## src/rtl/ifetch_queue.sv

```systemverilog
// Instruction-fetch queue: issues sequential fetches, tags returned words with their PC
// and presents them in order to decode. Optional misaligned-redirect halt: FETCH_ALIGN_CHECK_EN.
module ifetch_queue #(
  parameter int unsigned DEPTH    = 4,
  parameter logic [31:0] RESET_PC = 32'h0000_0000
) (
  input  logic        clk,
  input  logic        reset,
  input  logic        redirect,
  input  logic [31:0] redirect_pc,
  output logic        imem_req_valid,
  output logic [31:0] imem_req_addr,
  input  logic        imem_req_ready,
  input  logic        imem_rsp_valid,
  input  logic [31:0] imem_rsp_data,
  output logic        inst_valid,
  output logic [31:0] inst_data,
  output logic [31:0] inst_pc,
  input  logic        inst_ready,
  output logic        inst_misaligned
);
  localparam int unsigned AW = $clog2(DEPTH);
  localparam int unsigned PW = AW + 1;
  localparam logic [PW:0] DEPTH_L = (PW+1)'(DEPTH);
  localparam logic [31:0] NOP = 32'h0000_0013;

  typedef enum logic {ST_RUN, ST_HALT} state_t;

  state_t        state_q, state_d;
  logic [31:0]   fetch_pc_q, fetch_pc_d;
  logic [PW-1:0] alloc_q, alloc_d, fill_q, fill_d, rd_q, rd_d, discard_q, discard_d;
  logic [31:0]   pc_mem   [DEPTH];
  logic [31:0]   data_mem [DEPTH];

  logic [31:0]   redir_pc;
  logic          redir_mis;
  logic [PW-1:0] inflight, used;
  logic [PW:0]   credit_sum;
  logic          halted, head_valid, req_fire, rsp_drop, rsp_wr, pop;

`ifdef FETCH_ALIGN_CHECK_EN
  assign redir_pc  = redirect_pc;
  assign redir_mis = |redirect_pc[1:0];
`else
  assign redir_pc  = redirect_pc & ~32'h3;
  assign redir_mis = 1'b0;
`endif

  assign inflight   = alloc_q - fill_q;
  assign used       = alloc_q - rd_q;
  // Stale responses still hold credit so every returning word has a slot.
  assign credit_sum = {1'b0, used} + {1'b0, discard_q};
  assign halted     = (state_q == ST_HALT);
  assign head_valid = (fill_q != rd_q);

  assign imem_req_valid  = reset & ~halted & (credit_sum < DEPTH_L);
  assign imem_req_addr   = fetch_pc_q;
  assign req_fire        = imem_req_valid & imem_req_ready;
  assign rsp_drop        = imem_rsp_valid & (discard_q != '0);
  assign rsp_wr          = imem_rsp_valid & (discard_q == '0) & (inflight != '0);
  assign pop             = reset & ~halted & head_valid & inst_ready;

  assign inst_valid      = reset & (halted | head_valid);
  assign inst_data       = halted ? NOP : data_mem[rd_q[AW-1:0]];
  assign inst_pc         = halted ? fetch_pc_q : pc_mem[rd_q[AW-1:0]];
  assign inst_misaligned = reset & halted;

  always_comb begin
    state_d    = state_q;
    fetch_pc_d = fetch_pc_q;
    alloc_d    = alloc_q;
    fill_d     = fill_q;
    rd_d       = rd_q;
    discard_d  = discard_q;
    if (redirect) begin
      fetch_pc_d = redir_pc;
      fill_d     = alloc_q;
      rd_d       = alloc_q;
      // Outstanding requests, plus one accepted now, become stale; a word accepted now is not.
      discard_d  = discard_q + inflight + PW'(req_fire) - PW'(rsp_drop | rsp_wr);
      state_d    = redir_mis ? ST_HALT : ST_RUN;
    end else begin
      if (req_fire) begin
        alloc_d    = alloc_q + PW'(1);
        fetch_pc_d = fetch_pc_q + 32'd4;
      end
      if (rsp_wr)   fill_d    = fill_q + PW'(1);
      if (rsp_drop) discard_d = discard_q - PW'(1);
      if (pop)      rd_d      = rd_q + PW'(1);
    end
  end

  always_ff @(posedge clk) begin
    if (!reset) begin
      state_q    <= ST_RUN;
      fetch_pc_q <= RESET_PC;
      alloc_q    <= '0;
      fill_q     <= '0;
      rd_q       <= '0;
      discard_q  <= '0;
    end else begin
      state_q    <= state_d;
      fetch_pc_q <= fetch_pc_d;
      alloc_q    <= alloc_d;
      fill_q     <= fill_d;
      rd_q       <= rd_d;
      discard_q  <= discard_d;
    end
  end

  always_ff @(posedge clk) begin
    if (req_fire) pc_mem[alloc_q[AW-1:0]]  <= fetch_pc_q;
    if (reset && rsp_wr) data_mem[fill_q[AW-1:0]] <= imem_rsp_data;
  end
endmodule
```

## config.mk

```make
export PLATFORM = sky130hd
export DESIGN_NAME = ifetch_queue
export DESIGN_NICKNAME = d
export VERILOG_FILES = /design/src/rtl/ifetch_queue.sv
export SDC_FILE = /design/constraint.sdc
export NUM_CORES = 1
export LEC_CHECK = 0
export BUFFER_PORTS_ARGS = -buffer_cell sky130_fd_sc_hd__buf_4
export CAP_MARGIN = 20
export CELL_PAD_IN_SITES_DETAIL_PLACEMENT = 1
export CELL_PAD_IN_SITES_GLOBAL_PLACEMENT = 1
export CORE_MARGIN = 2
export CORE_UTILIZATION = 46
export CTS_CLUSTER_SIZE = 14
export DETAILED_ROUTE_END_ITERATION = 8
export PLACE_DENSITY = 0.76
export SLEW_MARGIN = 5
export SYNTH_ARGS = -nofsm -noshare
export SYNTH_HDL_FRONTEND = slang
export SYNTH_SLANG_ARGS = --single-unit
```

## constraint.sdc

```tcl
create_clock -name clk -period 14.19 [get_ports clk]
set_clock_uncertainty 0.15 [all_clocks]
set_input_delay 2.1285 -clock clk [delete_from_list [all_inputs] [get_ports clk]]
set_output_delay 2.1285 -clock clk [all_outputs]
set_load 0.03 [all_outputs]
```

After elaboration in Yosys (flattened, before gate mapping) --
Memory sizes are Yosys's and may differ from the RTL's. A register that Yosys moved wholly into a read port is not among the register bits. Index checks and enable logic that the tools add are counted.
Cells by class: bitwise logic cells 10, magnitude comparators 1, add/sub/neg operators 11, muxes and demuxes 16, equal/unequal tests 1, reduce and logical (&&, ||, !) cells 10
Operators with widths (count):
- two-way mux 32 bit | 2
- adder 32 x 3 -> 32 bit (second input constant) | 1
- two-way mux 3 bit | 6
- adder 3 x 1 -> 3 bit (second input constant) | 3
- two-way mux 2 bit | 4
- nonzero test 2 bit | 4
- AND 1 bit | 7
- nonzero test 3 bit | 2
- subtractor 3 bit | 2
- adder 3 x 3 -> 4 bit | 1
- less-than comparator 4 x 3 -> 1 bit (second input constant) | 1
- two-way mux 1 bit | 4
- adder 3 x 1 -> 3 bit | 1
- adder 3 bit | 1
- zero test 3 bit | 1
- inequality test 3 bit | 1
- subtractor 3 x 1 -> 3 bit | 1
- subtractor 3 x 1 -> 3 bit (second input constant) | 1
- inverter 1 bit | 2
- AND reduction 2 bit | 1
- OR reduction 2 bit | 1
- logical AND 1 bit | 1
- OR 1 bit | 1
Storage, ports and cells: input bits 70, logic and storage cells 57, memories kept 2, register bits after elaboration 44, bits in writable memories 256, output and inout port bits 99
Memories:
- data_mem | depth 4, bits a word 32, read ports 1, clocked after memory_dff 1, wr ports 1, line 33 | logic [31:0] data_mem [DEPTH];
- pc_mem | depth 4, bits a word 32, read ports 1, clocked after memory_dff 1, wr ports 1, line 32 | logic [31:0] pc_mem [DEPTH];

Logic depth before layout (Yosys ltp) --
Gate-level depths: netlist of run 1.
word-level depth 8, depth in mapped cells 18, depth with buffers taken out 17

Least setup slack after synthesis of run 1 --
Ideal clock, no wire load.
path type input port to output port, start input port reset, end output port imem_req_valid, data arrival time 3111 ps, stages 3, data required time 11911 ps, path buffers 1, path slack 8800 ps, cell sequence or4b_1 -> buf_2 -> nor2_1
On the way: longest elaborated chain between the ends 1
RTL lines:
- from (decl) | line 8 | input logic reset,
- AND 1 bit | line 56 | assign imem_req_valid = reset & ~halted & (credit_sum < DEPTH_L);
- to (decl) | line 11 | output logic imem_req_valid,
No other way between the ends.

Worst setup path after layout of run 1 --
Same ends and word-level chain as after synthesis.

==> impl_metrics.env, run 1 <==
export IMPL_crit_path_cells="buf_4, or4b_1, nor2_1, buf_4"
export IMPL_ys_seq_elements=292
export IMPL_count_of_inserted_antenna_diode_cells=0
export IMPL_first_global_vias=7517
export IMPL_final_fill_count=2376
export IMPL_slowest_stage="sky130_fd_sc_hd__or4b_1"
export IMPL_clk_pin_slew_worst_paths_ps=60
export IMPL_floorplan_die_height_um=164
export IMPL_finalNetCount=934
export IMPL_power_switching_mw=0.536
export IMPL_timing_final_crit_share_pct=40.6
export IMPL_synthesis_area_per_instance_um2=17.6
export IMPL_ctsRootBufferMaster="sky130_fd_sc_hd__clkbuf_16"
export IMPL_cts_buffers=29
export IMPL_syn_cell_area_um2=11800
export IMPL_worst_hold_path_type="reg2reg"
export IMPL_clock_power_share_pct=35.7
export IMPL_clock_insertion_delay_worst_skew_ps=550
export IMPL_synthDominantCellAreaShare_pct=62.9
export IMPL_std_cell_rows=58
export IMPL_final_min_clock_period_ps=5770
export IMPL_p_int_mw=1.54
export IMPL_cts_hold_fix_buffers=0
export IMPL_ios=169
export IMPL_floorplan_core_area_um2=25300
export IMPL_result_of_the_run="completed"
export IMPL_synth_top_cells_by_area="sky130_fd_sc_hd__edfxtp_1, sky130_fd_sc_hd__mux4_2, sky130_fd_sc_hd__dfxtp_1"
export IMPL_dp_hpwl_mm=19.0
export IMPL_cts_htree_levels=1
export IMPL_fin_setup_tns_ps=0
export IMPL_layout_setup_ws_ps=8420
export IMPL_pin_count_of_the_biggest_net_entering_global_routing=44
export IMPL_gp_congestion=0.804
export IMPL_swShare_pct=25.9
export IMPL_synthDistinctLibCells=58
export IMPL_clkSinkCount=292
export IMPL_netlist_instances=675
export IMPL_hold_viol=0
export IMPL_crit_fanout=43
export IMPL_grt_antenna_before_repair=0
export IMPL_final_layout_size_suffix_gt1_share_pct=33.2
export IMPL_power_ir_vdd_worst_v=0.0000917
export IMPL_number_of_flops_mapped_to_enable_cells_by_yosys=248
export IMPL_cts_tree="yes"
export IMPL_maxCapViolCount=0
export IMPL_detail_route_vias_per_cell=5.79
export IMPL_multi_input_comb_area_um2=3300
export IMPL_final_common_cell="sky130_fd_sc_hd__edfxtp_1"
export IMPL_crit_path_launch_type="input pin"
export IMPL_synth_largest_area_cell="sky130_fd_sc_hd__edfxtp_1"
export IMPL_synth_sequential_area_ratio_pct=70.3
export IMPL_grt_ovfl_total=0
export IMPL_worstSetupPathType="in2out"
export IMPL_areaGrowthSynthToFinish_pct=21.0
export IMPL_slew_limit_headroom_pct=33.4
export IMPL_yosys_most_used_dff="sky130_fd_sc_hd__edfxtp_1"
export IMPL_grt_pass1_wl_mm=43.9
export IMPL_total_die_area_um2=27100
export IMPL_p_comb_share_pct=15.6
export IMPL_unrepaired_setup_endpoints_after_global_routing="no"
export IMPL_floorplan_initialDensity_pct=46.9
export IMPL_seq_power_share_pct=48.7
export IMPL_timing_max_transition_violations_final=0
export IMPL_postSynth_asyncResetShare_pct=0
export IMPL_post_place_ws_ps=8440
export IMPL_timing_critical_path_slowest_cell_delay_ps=610
export IMPL_seqCellArea_um2=8330
export IMPL_critical_path_most_common_cell="sky130_fd_sc_hd__buf_4"
export IMPL_synth_warnings=0
export IMPL_max_slew_worst_pin_slew_ps=997
export IMPL_cp_required_ps=11910
export IMPL_setup_worst_path_end_class="output pin"
export IMPL_max_freq_ghz=0.173
export IMPL_final_cell_mix="sky130_fd_sc_hd__edfxtp_1, sky130_fd_sc_hd__buf_4, sky130_fd_sc_hd__mux4_2"
export IMPL_post_route_drc_count=0
export IMPL_finalWirelength_mm=29.2
export IMPL_finalSetupViolCount=0
export IMPL_leakagePower_nw=4.92
export IMPL_cts_buffer_depth=3
export IMPL_floorplan_die_width_um=164
export IMPL_drt_iter0_drc=557
export IMPL_numPortBuffers=161
export IMPL_endpoint_arrival_time_on_the_critical_path_ps=3490
export IMPL_power_density_nw_per_um2=144
export IMPL_post_cts_setup_buffer_count=0
export IMPL_drtAntennaViolNets=0
export IMPL_gr_usage_all_layers_pct=21.5
export IMPL_routed_via_count=6919
export IMPL_post_drt_wl_per_cell_um=24.5
export IMPL_post_cts_resize_count=0
export IMPL_drt_pass1_iter_count=5
synth_stat cells, drive strengths merged (6+ instances only):
library cell  count
edfxtp          248
mux4             62
dfxtp            44
o21ai            30
clkbuf           28
a311oi           21
inv              20
ha               18
nand2            16
nand4            14
a31oi            13
buf              13
nor2             12
or3              12
nand3            10
and3              9
nor2b             9
a21oi             8
xor2              8
and2              7
xnor2             7
nor4              6
registers in the layout, summed over array words and instances, names as in the netlist, named ones only:
signal and cells:
discard_q 3, alloc_q 3, imem_req_addr 30, rd_q 3
fill_q 3, data_mem 128, pc_mem 120
stage by stage:
step / cell area [µm²] / total power, mW / hold WS, ps / cells / utilization, %
6_report: 14300 / 2.07 / 422 / 1195 / 56.8
5_1_grt: 14300 / 2.14 / 442 / 1195 / 56.8
4_1_cts: 14300 / 2.09 / 427 / 1192 / 56.6
3_5_place_dp: 13400 / 1.35 / 411 / 1138 / 53.1
3_3_place_gp: 13400 / 1.33 / 392 / 1136 / 53.0
2_1_floorplan: 11900 / 1.22 / 357 / 679 / -
worst paths after layout:
| check | from | end | slack [ps] | cells after the start |
|---|---|---|---|---|
| setup / recovery | reset | imem_req_valid | 8420 | 4 |
| setup reg to reg | alloc_q[0]$_SDFFE_PN0P_ | discard_q[2]$_SDFFE_PN0P_ | 9540 | 17 |
| hold / removal | imem_req_addr[8]$_SDFFE_PN0P_ | pc_mem[3][8]$_DFFE_PP_ | 420 | 0 |
| hold reg to reg | imem_req_addr[8]$_SDFFE_PN0P_ | pc_mem[3][8]$_DFFE_PP_ | 420 | 0 |
power by group through the flow:
stage	Sequential, mW	Clock (mW)	Combinational, mW
after floorplan	1.02	0	0.204
after global placement	1.02	0	0.310
after detailed placement	1.03	0	0.323
after CTS	1.01	0.752	0.325
after global routing	1.01	0.781	0.347
final	1.01	0.740	0.323
per-layer routing:
layer | share of wire, % | GRT usage (%) | vias to the layer above
met2 | 52 | 38.4 | 210
met3 | 5.6 | 3.34 | 45
li1 | - | - | 3072
met4 | 2.2 | 6.28 | 0
met5 | 0 | 0 | -
met1 | 41 | 27.1 | 3592
kinds of logic (layout without fill, tap and decap cells):
group,Yosys count,after routing,share of synthesized area [%]
AO/OA/AOI/OAI,97,97,5.72
XOR/XNOR,16,16,1.30
adder cells (fa/ha/maj),22,22,2.58
buffers and inverters,62,248,2.13
flip-flops,292,292,70.3
multiplexers,64,64,12.0
other,1,5,0.0316
AND/OR/NAND/NOR,121,121,5.99
cell type report:
class / instances / area share [%]
timing repair buffer: 173 / 9.10
clock inverter: 17 / 1.06
clock buffer: 37 / 5.27
tap: 330 / 2.88
multi-input combinational: 325 / 23.0
inverter: 21 / 0.550
sequential: 292 / 58.1
critical path, delay by kind of cell:
kind	cells	cell delay [ps]
buffers and inverters	2	540
and+or+nand+nor	2	800
Power figures use the tool's default switching activity.
==> inputs of run 2 (changes only) <==
Clock period 14.19 ns to 5.7 ns, I/O delays scaled along.
==> run 2 against run 1 <==
  * Critical path depth up 13
  * First-iteration DRC count up 3.8%
  * Final area up 1.2%
  * Sequential power up 150%
  * Flip-flop and latch count unchanged
  * Wire length down 2.4%
  * Via count up 0.14%
  * Clock power rose to 2.7 times the previous value
  * Cell count up 0.25%
  * Total power rose to 2.6 times the previous value
  * Largest power group unchanged
==> impl_metrics.env, run 2 (synthesized netlist as in run 1, its figures left out) <==
export IMPL_p_int_mw=3.98
export IMPL_r2r_worst_path_cells=17
export IMPL_final_common_cell="sky130_fd_sc_hd__edfxtp_1"
export IMPL_timing_final_crit_share_pct=81.7
export IMPL_cts_htree_levels=1
export IMPL_floorplan_core_area_um2=25300
export IMPL_total_die_area_um2=27100
export IMPL_post_cts_setup_buffer_count=0
export IMPL_areaGrowthSynthToFinish_pct=22.4
export IMPL_clock_power_share_pct=37.8
export IMPL_ctsRootBufferMaster="sky130_fd_sc_hd__clkbuf_16"
export IMPL_grt_pass1_wl_mm=43.8
export IMPL_final_layout_size_suffix_gt1_share_pct=34.6
export IMPL_clk_pin_slew_worst_paths_ps=70
export IMPL_post_route_drc_count=0
export IMPL_power_switching_mw=1.35
export IMPL_slew_limit_headroom_pct=25.3
export IMPL_gp_congestion=0.770
export IMPL_crit_path_cells="inv_1, ha_1, inv_1, fa_1, xor2_1, xnor2_1, ha_1, nor4b_1, and3_1, inv_1, fa_1, inv_1, fa_1, xor2_1, xnor2_1, mux2_2, o311ai_0"
export IMPL_drt_iter0_drc=578
export IMPL_power_ir_vdd_worst_v=0.000241
export IMPL_cts_tree="yes"
export IMPL_ios=169
export IMPL_detail_route_vias_per_cell=5.78
export IMPL_pin_count_of_the_biggest_net_entering_global_routing=49
export IMPL_placedInstanceArea_um2=13400
export IMPL_critical_path_most_common_cell="sky130_fd_sc_hd__inv_1"
export IMPL_p_comb_share_pct=15.2
export IMPL_floorplan_initialDensity_pct=46.9
export IMPL_fin_setup_tns_ps=0
export IMPL_maxCapViolCount=0
export IMPL_swShare_pct=25.3
export IMPL_critical_path_reg2reg_endpoint="discard_q[2]$_SDFFE_PN0P_"
export IMPL_endpoint_arrival_time_on_the_critical_path_ps=4920
export IMPL_largest_reg_flops=128
export IMPL_finalNetCount=935
export IMPL_drtAntennaViolNets=0
export IMPL_floorplan_die_width_um=164
export IMPL_numPortBuffers=161
export IMPL_hold_viol=0
export IMPL_final_min_clock_period_ps=4660
export IMPL_result_of_the_run="completed"
export IMPL_cp_required_ps=5970
export IMPL_fin_area_um2=14500
export IMPL_final_util_pct=57.4
export IMPL_post_place_ws_ps=998
export IMPL_final_fill_count=2339
export IMPL_crit_path_start="alloc_q[0]$_SDFFE_PN0P_"
export IMPL_r2r_start="alloc_q[0]$_SDFFE_PN0P_"
export IMPL_worst_hold_path_type="in2reg"
export IMPL_clock_insertion_delay_worst_skew_ps=550
export IMPL_post_drt_wl_per_cell_um=23.8
export IMPL_setup_worst_path_end_class="flip-flop"
export IMPL_routed_via_count=6929
export IMPL_post_cts_resize_count=0
export IMPL_cts_hold_fix_buffers=0
export IMPL_crit_fanout=8
export IMPL_unrepaired_setup_endpoints_after_global_routing="no"
export IMPL_overall_power_after_layout_mw=5.33
export IMPL_power_density_nw_per_um2=368
export IMPL_first_global_vias=7525
export IMPL_finalWirelength_mm=28.5
export IMPL_cts_buffer_depth=3
export IMPL_worstSetupPathType="reg2reg"
export IMPL_layout_setup_ws_ps=1040
export IMPL_worst_hold_path_num_cells=1
export IMPL_seq_power_share_pct=47.0
export IMPL_cp_endpoint="discard_q[2]$_SDFFE_PN0P_"
export IMPL_max_freq_ghz=0.215
export IMPL_cts_buffers=30
export IMPL_drt_pass1_iter_count=4
export IMPL_timing_critical_path_slowest_cell_delay_ps=540
export IMPL_leakagePower_nw=5.01
export IMPL_crit_path_launch_type="flip-flop"
export IMPL_floorplan_die_height_um=164
export IMPL_dp_hpwl_mm=18.7
export IMPL_grt_ovfl_total=0
export IMPL_hold_path_startpoint="imem_rsp_data[0]"
export IMPL_slowest_stage="sky130_fd_sc_hd__nor4b_1"
export IMPL_timing_max_transition_violations_final=0
export IMPL_final_cell_mix="sky130_fd_sc_hd__edfxtp_1, sky130_fd_sc_hd__buf_4, sky130_fd_sc_hd__mux4_2"
export IMPL_grt_antenna_before_repair=1
export IMPL_finalSetupViolCount=0
export IMPL_max_slew_worst_pin_slew_ps=1120
export IMPL_worst_r2r_setup_slack_ps=1040
export IMPL_gr_usage_all_layers_pct=21.4
export IMPL_clkSinkCount=292
export IMPL_std_cell_rows=58
run 2: worst min-delay path by stage:
| stage | to | slack, ps |
|---|---|---|
| finish | data_mem[2][0]$_DFFE_PP_ | 360 |
| global route | data_mem[2][16]$_DFFE_PP_ | 340 |
| CTS | data_mem[2][16]$_DFFE_PP_ | 330 |
| detailed placement | alloc_q[2]$_SDFFE_PN0P_ | 400 |
| global placement | alloc_q[2]$_SDFFE_PN0P_ | 390 |
| floorplan | alloc_q[2]$_SDFFE_PN0P_ | 360 |
run 2: per-stage QoR:
stage                     hold slack, ps  instances
after detailed placement             403       1138
after floorplan                      357        679
after CTS                            335       1194
after global placement               389       1137
after global routing                 338       1198
final                                356       1198
run 2: routing by layer:
layer	wire, µm	GRT usage, %	share of wire, %	vias to the layer above
met5	0	0	0	-
met4	805	7.59	2.8	0
met3	1570	3.39	5.5	44
met2	14600	36.7	51	208
met1	11600	27.8	40	3594
li1	-	-	-	3083
run 2: power by group through the flow:
stage / clock network, mW / logic (mW) / registers, mW
CTS: 2.05 / 0.803 / 2.52
finish: 2.01 / 0.810 / 2.51
global route: 2.13 / 0.872 / 2.52
detailed placement: 0 / 0.797 / 2.57
floorplan: 0 / 0.507 / 2.54
global placement: 0 / 0.762 / 2.55
run 2: cell type report:
type / count / area, µm² / share of cell area (%)
flip-flops and latches: 292 / 8330 / 57.5
clock inverters: 17 / 200 / 1.38
repair buffers: 173 / 1330 / 9.18
inverters: 21 / 78.8 / 0.544
diodes: 1 / 2.50 / 0.0173
clock buffers: 39 / 845 / 5.82
multi-input cells: 325 / 3300 / 22.7
well taps: 330 / 413 / 2.85
run 2: critical path: cells and delay by family, from the launching register on:
kind / cells / cell delay, ps
adder cells (fa/ha/maj): 5 / 1370
AND/OR/NAND/NOR: 2 / 1000
XOR/XNOR: 4 / 660
buffers and inverters: 4 / 520
multiplexers: 1 / 360
flip-flops: 1 / 340
AO/OA/AOI/OAI: 1 / 120
